<file path="src/rtl/ingress_port_stage_pkg.sv">
// ingress_port_stage_pkg: shared switch defaults plus sort-word width and field-offset helpers.
// Defaults come from `PORT_NUB_TOTAL and `DATA_WIDTH when they are not already defined elsewhere.
`ifndef PORT_NUB_TOTAL
`define PORT_NUB_TOTAL 8
`endif
`ifndef DATA_WIDTH
`define DATA_WIDTH 32
`endif

package ingress_port_stage_pkg;
    localparam int DATA_OFF = 0;

    function automatic int width_port(input int pn, input int dw);
        return 1 + 2 * $clog2(pn) + dw;
    endfunction

    function automatic int src_off(input int pn, input int dw);
        return dw + 0 * pn;
    endfunction

    function automatic int dest_off(input int pn, input int dw);
        return dw + $clog2(pn);
    endfunction

    function automatic int valid_off(input int pn, input int dw);
        return dw + 2 * $clog2(pn);
    endfunction
endpackage

</file>
<file path="src/rtl/ingress_port_stage_sync_fifo.sv">
// sync_fifo: single-clock FIFO with wrapping pointers and an occupancy count.
module sync_fifo #(
    parameter int WIDTH = 8,
    parameter int DEPTH = 4
) (
    input  logic                       clk,
    input  logic                       rst_n,
    input  logic                       push,
    input  logic                       pop,
    input  logic [WIDTH-1:0]           wdata,
    output logic [WIDTH-1:0]           rdata,
    output logic                       full,
    output logic                       empty,
    output logic [$clog2(DEPTH):0]     count
);
    localparam int AW = $clog2(DEPTH);
    localparam int CW = AW + 1;

    logic [WIDTH-1:0] mem [DEPTH];
    logic [AW-1:0]    wptr, rptr;
    logic             do_push, do_pop;

    assign full    = count == CW'(DEPTH);
    assign empty   = count == '0;
    assign do_push = push && !full;
    assign do_pop  = pop && !empty;
    assign rdata   = mem[rptr];

    always_ff @(posedge clk)
        if (do_push) mem[wptr] <= wdata;

    // Power-of-two depth lets the pointers wrap by natural overflow.
    always_ff @(posedge clk) begin
        if (!rst_n) begin
            wptr  <= '0;
            rptr  <= '0;
            count <= '0;
        end else begin
            wptr  <= wptr + AW'(do_push);
            rptr  <= rptr + AW'(do_pop);
            count <= count + CW'(do_push) - CW'(do_pop);
        end
    end
endmodule

</file>
<file path="src/rtl/ingress_port_stage.sv">
// ingress_port_stage: buffers upstream words and frames one per slot strobe for the sort network.
// Optional INGRESS_STATS_EN adds a saturating issued_cnt output.
module ingress_port_stage
    import ingress_port_stage_pkg::*;
#(
    parameter int PORT_NUB   = `PORT_NUB_TOTAL,
    parameter int DATA_WIDTH = `DATA_WIDTH,
    parameter int PORT_ID    = 0,
    parameter int FIFO_DEPTH = 4
) (
    input  logic                                     clk,
    input  logic                                     rst_n,
    input  logic                                     in_valid,
    output logic                                     in_ready,
    input  logic [$clog2(PORT_NUB)-1:0]              in_dest,
    input  logic [DATA_WIDTH-1:0]                    in_data,
    input  logic                                     slot_en,
    output logic [width_port(PORT_NUB, DATA_WIDTH)-1:0] sort_word,
`ifdef INGRESS_STATS_EN
    output logic [15:0]                              issued_cnt,
`endif
    output logic [$clog2(FIFO_DEPTH):0]              fifo_cnt
);
    localparam int LG = $clog2(PORT_NUB);
    localparam int FW = LG + DATA_WIDTH;
    localparam logic [LG-1:0] SRC = LG'(PORT_ID);

    logic [FW-1:0] head;
    logic          full, empty, push, pop;

    // in_ready depends only on registered occupancy, so full blocks a push even alongside a pop.
    assign in_ready = !full;
    assign push     = in_valid && in_ready;
    assign pop      = slot_en && !empty;

    sync_fifo #(.WIDTH(FW), .DEPTH(FIFO_DEPTH)) u_fifo (
        .clk   (clk),
        .rst_n (rst_n),
        .push  (push),
        .pop   (pop),
        .wdata ({in_dest, in_data}),
        .rdata (head),
        .full  (full),
        .empty (empty),
        .count (fifo_cnt)
    );

    always_ff @(posedge clk) begin
        if (!rst_n) sort_word <= '0;
        else        sort_word <= pop ? {1'b1, head[FW-1 -: LG], SRC, head[DATA_WIDTH-1:0]} : '0;
    end

`ifdef INGRESS_STATS_EN
    always_ff @(posedge clk) begin
        if (!rst_n)                             issued_cnt <= '0;
        else if (pop && issued_cnt != 16'hFFFF) issued_cnt <= issued_cnt + 16'd1;
    end
`endif
endmodule
</file>
<file path="config.mk">
export PLATFORM = sky130hd
export DESIGN_NAME = ingress_port_stage
export DESIGN_NICKNAME = d
export VERILOG_FILES = /design/src/rtl/ingress_port_stage_pkg.sv /design/src/rtl/ingress_port_stage_sync_fifo.sv /design/src/rtl/ingress_port_stage.sv
export SDC_FILE = /design/constraint.sdc
export NUM_CORES = 1
export LEC_CHECK = 0
export ABC_AREA = 1
export BUFFER_PORTS_ARGS = -buffer_cell sky130_fd_sc_hd__buf_2
export CAP_MARGIN = 5
export CORE_MARGIN = 4
export CORE_UTILIZATION = 45
export CTS_CLUSTER_DIAMETER = 30
export DETAILED_ROUTE_END_ITERATION = 7
export HOLD_SLACK_MARGIN = 0.05
export PLACE_DENSITY = 0.64
export SKIP_LAST_GASP = 1
export SYNTH_ARGS = -nofsm -noshare
export SYNTH_HDL_FRONTEND = slang
export SYNTH_SLANG_ARGS = --single-unit
</file>
<file path="constraint.sdc">
create_clock -name clk -period 6 [get_ports clk]
set_input_delay 1.8 -clock clk [delete_from_list [all_inputs] [get_ports clk]]
set_output_delay 1.8 -clock clk [all_outputs]
set_load 0.05 [all_outputs]
</file>
==> key figures, run 1 <==
Clock network
  – TritonCTS Buffers: 17
  – Reg clk slew, reported paths: 0.06 ns
  – CTS Sinks: 183
  – Post-CTS setup buffer count: 0
  – Worst-case clock buffer depth: 2
  – Clock Tree Root: clkbuf_16
  – CTS tree: built
  – Post-CTS Hold Fix Bufs: 0
  – CTS resizes: 0
  – Skew-Pair Late Insertion Delay: 0.42 ns
  – H-tree levels: 4

Drt
  – Drt pass-1 iters: 4
  – Final antenna-violating net count: 0
  – Iteration-0 DRC Markers: 322
  – Drt total wl: 12500 um
  – # DRC: 0
  – Wirelength per Cell: 16.0 um
  – Via count: 3865
  – Vias per cell: 4.95

Timing
  – Final worst path period need: 3.06 ns
  – Slew @ Worst Pin: 0.948 ns
  – Post-route setup TNS: 0 ns
  – Worst rel slew slack: 36.8%
  – Worst hold margin: 0.457 ns
  – Max-slew violations: 0
  – Fin crit share: 50.9%
  – Fmax: 327 MHz
  – Layout Skew: 0.00495 ns
  – Setup ws final: 2.94 ns
  – Final setup vio count: 0
  – RSZ-0062 raised after global routing: no
  – Fin. Hold Viols: 0

Worst setup path
  – Worst path required time: 4.20 ns
  – Startpoint types: flip-flop
  – Worst-path fanout max: 4
  – CP Class: flip-flop to primary output
  – Critical path data arrival time: 1.26 ns
  – Setup crit end kind: primary output

Power and ir drop
  – Pleak: 2.89 nW
  – Pwr/cell area: 439 mW/mm^2
  – Worst VDD drop: 0.000213 V

Cells and area
  – Finished Core Util: 53.2%
  – Most frequent cells in the layout: nor2_1, edfxtp_1, buf_2
  – # diodes: 0
  – Layout cells sized above 1: 26.0%
  – Most common cell after layout, fill and taps aside: nor2_1
  – Area Overhead vs Synth: 15.9%
  – Layout net count: 627

Synth
  – Register bit total from synthesis: 183
  – Async set-reset flop share out of synthesis: 0%
  – Mean Syn Cell Area: 13.2 sq um
  – Post-Syn Area: 0.00670 sq mm
  – Post-synth EDFFs: 140
  – Distinct cell type count after synthesis: 24
  – Seq/Total Area, Yosys: 75.6%
  – Post-synthesis cell count: 507
  – Synth Flop Type: edfxtp_1
  – Synth warn: 0

Floorplan
  – Core area: 0.0146 sq mm
  – Site Rows: 44
  – Full die area: 0.0169 sq mm
  – Die span in y: 130 um
  – Starting Density: 46.0%
  – Num ports: 82
  – Die Span X: 130 um

Global routing
  – Total GRT Usage: 15.7%
  – Vias in the first global route: 3805
  – Remaining Overflow, GRT: 0
  – Largest net degree at the start of global routing: 73
  – Antenna violations before repair: 0
  – First-pass GRT wire length: 20000 um

Run
  – Max-Cap Viols: 0

Placed design
  – DP Worst Slack: 2.79 ns
  – Gpl congestion: 0.728
  – Port-buffer cells: 78
  – Post-DP HPWL: 7120 um

Worst hold path
  – Worst Hold Class: flip-flop to flip-flop

Status
  – Run status: complete, no violations
-- metrics by stage --
step	area (sq um)	total power [mW]	cells
2_1_floorplan	6710	2.23	509
3_3_place_gp	7210	2.38	749
3_5_place_dp	7210	2.40	749
4_1_cts	7770	3.45	781
5_1_grt	7770	3.58	781
6_report	7770	3.41	781
-- metal layers --
metal  track usage [%]  share of wire (%)  routed length [um]
met4              6.05                1.8                 223
met5                 0                  0                   0
met1              19.7                 43                5420
met2              26.3                 50                6300
met3              4.13                4.6                 573
-- worst paths after layout --
check	endpoint	slack, ns	cells after the start	start
hold reg to reg	u_fifo.rptr[0]$_SDFF_PN0_	0.46	2	u_fifo.rptr[0]$_SDFF_PN0_
hold / removal	u_fifo.rptr[0]$_SDFF_PN0_	0.46	2	u_fifo.rptr[0]$_SDFF_PN0_
setup / recovery	in_ready	2.94	3	u_fifo.count[1]$_SDFF_PN0_
setup reg to reg	sort_word[7]$_SDFF_PN0_	4.09	4	u_fifo.rptr[1]$_SDFF_PN0_
-- cells by family (layout without fill, tap and decap cells) --
family	Yosys count	in the layout	share of synthesized area [%]
compound gates	106	106	9.54
xor+xnor	1	1	0.131
fa+ha+maj	4	4	0.859
buf+inv	45	133	3.88
flops	183	183	75.6
other cells	1	3	0.0559
simple gates	167	167	9.99
-- power by group --
| group | internal [mW] | leakage (nW) | switching, mW |
|---|---|---|---|
| sequential | 1.53 | 1.63 | 0.0588 |
| combinational | 0.192 | 0.977 | 0.577 |
| clock | 0.615 | 0.277 | 0.433 |
| total | 2.34 | 2.89 | 1.07 |
-- registers in the layout (all words and copies together) (netlist names) --
register	flops
sort_word	36
u_fifo.count	3
u_fifo.mem	140
u_fifo.rptr	2
u_fifo.wptr	2
-- cell type report --
cell class              instances  area [sq um]
well taps                     184           230
inverters                      16          65.1
repair buffers                 85           443
multi-input cells             281          1410
clock inverters                12           109
fillers                      1196          6820
clock buffers                  20           447
flip-flops and latches        183          5070
-- worst max-delay path: stages (launching register included) --
cell and delay [ns]:
dfxtp_1 0.35, nor2_2 0.18, nand2_1 0.09, buf_2 0.22
-- synth_stat cells, types with 2 or more instances --
master	number	area, sq um
o21ai_0	2	10.0
nor3_1	4	20.0
a21oi_2	29	254
nor2_1	145	544
nand2_4	2	22.5
buf_4	10	75.1
o21ai_1	68	340
dfxtp_1	43	861
nand2_1	12	45.0
inv_2	3	11.3
a21oi_1	7	35.0
edfxtp_1	140	4200
buf_2	15	75.1
ha_1	3	37.5
buf_6	4	45.0
inv_4	2	12.5
inv_1	11	41.3
Note: power is estimated with default switching activity, not from simulation.
==> run 2, diff against run 1 <==
Settings changed: PLACE_DENSITY 0.64 to 0.67.
Clock period 6 ns to 2.65 ns, I/O delays scaled along.
==> run 2 against run 1 <==
  * Clock skew up 0.0029 ns
  * Final cell count up 0.64%
  * Combinational power up 140%
  * Via count up 4.2%
  * Non-clock buffer count up 5
  * Sequential share of layout area down 1.4 points
  * First-iteration DRC count up 11%
  * Design area up 2.2%
  * Register-to-register slack worse by 3.4 ns
  * Worst hold slack better by 0.052 ns
  * Power up 140%
  * Utilization up 1.2 points
  * Critical endpoint unchanged
  * Largest power group unchanged
  * Highest routed layer unchanged
==> key figures, run 2 (synthesis results as in run 1) <==
Status
  – Run status: complete, no violations (unchanged)

Cells and area
  – Largest regs: u_fifo.mem x140, sort_word x36, u_fifo.count x3 (unchanged)
  – Max FFs per register: 140 (unchanged)
  – Filler cells: 1196 (unchanged)
  – Finished Layout Cells: 786 (was 781)
  – Most frequent cells in the layout: nor2_1, edfxtp_1, buf_2 (unchanged)
  – Area Overhead vs Synth: 18.4% (was 15.9%)
  – # diodes: 0 (unchanged)
  – Most common cell after layout, fill and taps aside: nor2_1 (unchanged)
  – Layout cells sized above 1: 27.4% (was 26.0%)
  – Layout net count: 632 (was 627)
  – Most flops, register: u_fifo.mem (unchanged)
  – Finished Core Util: 54.4% (was 53.2%)

Power and ir drop
  – Pleak: 2.96 nW (was 2.89 nW)
  – Worst VDD drop: 0.000589 V (was 0.000213 V)
  – Pwr/cell area: 1030 mW/mm^2 (was 439 mW/mm^2)

Floorplan
  – Starting Density: 46.0% (unchanged)
  – Die Span X: 130 um (unchanged)
  – Core area: 0.0146 sq mm (unchanged)
  – Full die area: 0.0169 sq mm (unchanged)
  – Site Rows: 44 (unchanged)
  – Num ports: 82 (unchanged)
  – Die span in y: 130 um (unchanged)

Timing
  – Worst rel slew slack: 49.8% (was 36.8%)
  – RSZ-0062 raised after global routing: no (unchanged)
  – Final worst path period need: 2.03 ns
  – Fmax: 491 MHz
  – Fin. Hold Viols: 0 (unchanged)
  – Post-route setup TNS: 0 ns (unchanged)
  – Final setup vio count: 0 (unchanged)
  – Layout Skew: 0.00785 ns (was 0.00495 ns)
  – Slew @ Worst Pin: 0.753 ns (was 0.948 ns)
  – Max-slew violations: 0 (unchanged)
  – Fin crit share: 76.8%

Clock network
  – Skew-Pair Late Insertion Delay: 0.42 ns (about the same)
  – TritonCTS Buffers: 17 (unchanged)
  – Post-CTS setup buffer count: 0 (unchanged)
  – CTS tree: built (unchanged)
  – Reg clk slew, reported paths: 0.07 ns (was 0.06 ns)
  – Post-CTS Hold Fix Bufs: 0 (unchanged)
  – H-tree levels: 4 (unchanged)
  – CTS Sinks: 183 (unchanged)
  – Worst-case clock buffer depth: 2 (unchanged)
  – CTS resizes: 0 (unchanged)
  – Clock Tree Root: clkbuf_16 (unchanged)

Worst setup path
  – Setup crit end kind: primary output (unchanged)
  – Worst-path fanout max: 4 (unchanged)
  – CP Class: flip-flop to primary output (unchanged)
  – Startpoint types: flip-flop (unchanged)
  – Worst path required time: 1.86 ns (was 4.20 ns)
  – Critical path data arrival time: 1.24 ns (was 1.26 ns)

Drt
  – Wirelength per Cell: 16.9 um (was 16.0 um)
  – Drt total wl: 13300 um (was 12500 um)
  – Iteration-0 DRC Markers: 358 (was 322)
  – Via count: 4028 (was 3865)
  – Vias per cell: 5.12 (was 4.95)
  – Drt pass-1 iters: 4 (unchanged)
  – # DRC: 0 (unchanged)
  – Final antenna-violating net count: 0 (unchanged)

Placed design
  – Placed cell count: 754 (was 749)
  – Gpl congestion: 0.786 (was 0.728)
  – Post-DP HPWL: 7930 um (was 7120 um)
  – Port-buffer cells: 78 (unchanged)

Run
  – Max-Cap Viols: 0 (unchanged)

Global routing
  – Vias in the first global route: 4080 (was 3805)
  – Remaining Overflow, GRT: 0 (unchanged)
  – First-pass GRT wire length: 21300 um (was 20000 um)
  – Largest net degree at the start of global routing: 73 (unchanged)
  – Antenna violations before repair: 0 (unchanged)
  – Total GRT Usage: 16.7% (was 15.7%)

Worst hold path
  – Worst Hold Class: flip-flop to flip-flop (unchanged)
run 2: cell count changes in the layout (fill, tap and decap cells not counted), sizes merged:
cell and delta:
clkbuf -1, inv +2, buf +5, clkinvlp +2, bufinv +4, clkinv -7
run 2: cell type report:
cell class                 count  area, sq um  area share [%]
sequential                   183         5070            63.9
multi-input combinational    281         1430            18.1
timing repair buffer          90          480            6.05
clock buffer                  19          433            5.45
tap                          184          230            2.90
clock inverter                13          225            2.84
inverter                      16         65.1           0.820
run 2: worst max-delay path: stages, from the launching register on:
cell	delay (ns)
dfxtp_2	0.35
nor2_2	0.19
nand2_2	0.07
buf_2	0.21
run 2: routing by layer:
layer	track usage, %	vias to the layer above	share of wire (%)
met4	6.17	0	1.5
met3	4.22	18	5.8
li1	-	1918	-
met5	0	-	0
met2	28.0	111	51
met1	21.1	1981	42
run 2: path summary, 6_finish.rpt:
| kind | from | endpoint | slack [ns] | depth (start not counted) |
|---|---|---|---|---|
| hold reg to reg | u_fifo.mem[3][10]$_DFFE_PP_ | sort_word[10]$_SDFF_PN0_ | 0.51 | 2 |
| setup reg to reg | u_fifo.count[1]$_SDFF_PN0_ | u_fifo.count[2]$_SDFF_PN0_ | 0.66 | 9 |
| hold / removal | u_fifo.mem[3][10]$_DFFE_PP_ | sort_word[10]$_SDFF_PN0_ | 0.51 | 2 |
| setup / recovery | u_fifo.count[1]$_SDFF_PN0_ | in_ready | 0.62 | 3 |
run 2: stage by stage:
| stage | setup slack [ns] | total power [mW] | area (sq um) | hold WS, ns |
|---|---|---|---|---|
| floorplan | 0.130 | 5.07 | 6760 | 0.482 |
| global placement | 0.439 | 5.42 | 7280 | 0.496 |
| detailed placement | 0.368 | 5.48 | 7280 | 0.502 |
| CTS | 0.595 | 8.29 | 7940 | 0.515 |
| global route | 0.545 | 8.61 | 7940 | 0.542 |
| finish | 0.615 | 8.21 | 7940 | 0.509 |
run 2: where the power goes:
part,internal (mW),total (mW),switching (mW),leakage (nW)
Combinational,0.454,1.81,1.35,1.01
Clock,1.77,2.80,1.03,0.313
Sequential,3.47,3.60,0.128,1.63
Total,5.69,8.21,2.51,2.96
==> run 3, diff against run 2 <==
Settings changed: PLACE_DENSITY 0.67 to 0.64.
Clock period 2.65 ns to 2 ns, I/O delays scaled along.
==> run 3 against run 2 <==
  * Clock power increased by 15%
  * Power is 28% higher
  * Final cell count up 0.64%
  * Count of clock-buffer cells in the layout unchanged
  * Register-to-register slack lost 0.46 ns
  * Via count decreased by 2.1%
  * Highest routed layer is now met5
==> key figures, run 3 (synthesis results as in run 1) <==
Drt
  – Drt pass-1 iters: 4 (unchanged)
  – Iteration-0 DRC Markers: 237 (was 358)
  – Final antenna-violating net count: 0 (unchanged)
  – Via count: 3944 (was 4028)
  – # DRC: 0 (unchanged)
  – Drt total wl: 13000 um (was 13300 um)
  – Vias per cell: 4.99 (was 5.12)
  – Wirelength per Cell: 16.4 um (was 16.9 um)

Floorplan
  – Starting Density: 46.0% (unchanged)
  – Num ports: 82 (unchanged)
  – Full die area: 0.0169 sq mm (unchanged)
  – Die Span X: 130 um (unchanged)
  – Die span in y: 130 um (unchanged)
  – Site Rows: 44 (unchanged)
  – Core area: 0.0146 sq mm (unchanged)

Worst setup path
  – R2r worst-path depth: 11 (was 9)
  – Delay-heaviest family, CP: buffers and inverters (was flip-flops)
  – Crit path depth: 4 (was 3)
  – Worst path required time: 1.40 ns (was 1.86 ns)
  – Setup crit end kind: primary output (unchanged)
  – CP max-delay cell: dfxtp_4 (was dfxtp_2)
  – CP Class: flip-flop to primary output (unchanged)
  – Worst-path fanout max: 3 (was 4)
  – Critical-path cell list: nor2_4, buf_4, nand2_8, buf_2 (was nor2_2, nand2_2, buf_2)
  – Max incr delay on CP: 0.35 ns (about the same)
  – Critical path data arrival time: 1.32 ns (was 1.24 ns)
  – Startpoint types: flip-flop (unchanged)
  – Buf+Inv Stages, Crit Path: 2 (was 1)

Clock network
  – H-tree levels: 4 (unchanged)
  – Post-CTS Hold Fix Bufs: 0 (unchanged)
  – TritonCTS Buffers: 17 (unchanged)
  – Post-CTS setup buffer count: 0 (unchanged)
  – CTS resizes: 0 (unchanged)
  – Clock Tree Root: clkbuf_16 (unchanged)
  – Skew-Pair Late Insertion Delay: 0.42 ns (about the same)
  – CTS tree: built (unchanged)
  – Reg clk slew, reported paths: 0.07 ns (about the same)
  – CTS Sinks: 183 (unchanged)
  – Worst-case clock buffer depth: 2 (unchanged)

Placed design
  – Post-DP HPWL: 7550 um (was 7930 um)
  – Gpl congestion: 0.735 (was 0.786)
  – Port-buffer cells: 78 (unchanged)
  – Placed cell count: 758 (was 754)

Global routing
  – Largest net degree at the start of global routing: 72 (was 73)
  – Remaining Overflow, GRT: 0 (unchanged)
  – Antenna violations before repair: 2 (was 0)
  – Total GRT Usage: 16.3% (was 16.7%)
  – First-pass GRT wire length: 20600 um (was 21300 um)
  – Vias in the first global route: 3934 (was 4080)

Timing
  – RSZ-0062 raised after global routing: no (unchanged)
  – Fin crit share: 96.1%
  – Layout Skew: 0.0145 ns (was 0.00785 ns)
  – Fmax: 520 MHz
  – Fin. Hold Viols: 0 (unchanged)
  – Max-slew violations: 0 (unchanged)
  – Final setup vio count: 0 (unchanged)
  – Final worst path period need: 1.92 ns
  – Worst hold margin: 0.391 ns (was 0.509 ns)
  – Post-route setup TNS: 0 ns (unchanged)

Cells and area
  – Finished Layout Cells: 791 (was 786)
  – Most common cell after layout, fill and taps aside: nor2_1 (unchanged)
  – Filler cells: 1203 (was 1196)
  – Largest regs: u_fifo.mem x140, sort_word x36, u_fifo.count x3 (unchanged)
  – Most flops, register: u_fifo.mem (unchanged)
  – Max FFs per register: 140 (unchanged)
  – Layout net count: 636 (was 632)
  – Area Overhead vs Synth: 19.2% (was 18.4%)
  – Layout cells sized above 1: 28.5% (was 27.4%)
  – Finished Core Util: 54.8% (was 54.4%)
  – Most frequent cells in the layout: nor2_1, edfxtp_1, buf_2 (unchanged)

Worst hold path
  – Worst Hold Class: input pin to flip-flop (was flip-flop to flip-flop)
  – Hold path cells: 1 (was 2)

Status
  – Run status: complete, no violations (unchanged)

Power and ir drop
  – Pleak: 2.97 nW (was 2.96 nW)
  – Total power: 10.5 mW (was 8.21 mW)
  – Pwr/cell area: 1320 mW/mm^2 (was 1030 mW/mm^2)
  – Worst VDD drop: 0.000655 V (was 0.000589 V)

Run
  – Max-Cap Viols: 0 (unchanged)
-- run 3: power by group --
| part | switching (mW) | total [mW] | internal, mW |
|---|---|---|---|
| Combinational | 1.84 | 2.54 | 0.702 |
| Clock | 1.38 | 3.23 | 1.85 |
| Sequential | 0.166 | 4.77 | 4.61 |
-- run 3: path summary, 6_finish.rpt --
check | startpoint | endpoint | slack [ns]
worst max register to register | u_fifo.count[0]$_SDFF_PN0_ | u_fifo.count[2]$_SDFF_PN0_ | 0.20
worst max-delay path | u_fifo.count[0]$_SDFF_PN0_ | in_ready | 0.08
worst min register to register | u_fifo.mem[3][9]$_DFFE_PP_ | sort_word[9]$_SDFF_PN0_ | 0.51
worst min-delay path | in_data[22] | u_fifo.mem[1][22]$_DFFE_PP_ | 0.39
-- run 3: metal layers --
metal  track usage [%]  share of wire [%]  routed length, um  vias up
met5                 0              0.062                  8        -
met4              5.87                1.2                159        2
met3              4.13                4.1                535       14
met2              28.2                 52               6730       79
met1              19.8                 43               5520     1925
li1                  -                  -                  -     1924
-- run 3: layout make-up --
type / count / area, sq um / area share [%]
well taps: 184 / 230 / 2.88
multi-input cells: 281 / 1470 / 18.4
clock buffers: 19 / 433 / 5.42
flip-flops and latches: 183 / 5080 / 63.5
clock inverters: 13 / 143 / 1.78
diodes: 1 / 2.50 / 0.0313
repair buffers: 94 / 573 / 7.17
inverters: 16 / 65.1 / 0.814
-- run 3: through the flow --
stage	area [sq um]	setup WS, ns
2_1_floorplan	6800	-0.0698
3_3_place_gp	7410	0.0327
3_5_place_dp	7410	-0.00467
4_1_cts	7990	0.0491
5_1_grt	7990	0.0326
6_report	7990	0.0781
-- run 3: worst reg2reg max path: stages (launching register included) --
cell	delay (ns)
dfxtp_4	0.35
nor2_4	0.13
nand2_4	0.07
nand2_4	0.07
inv_4	0.03
ha_1	0.26
inv_1	0.04
ha_1	0.20
fa_1	0.38
nand2_1	0.09
nand2_1	0.05
nor2_1	0.07
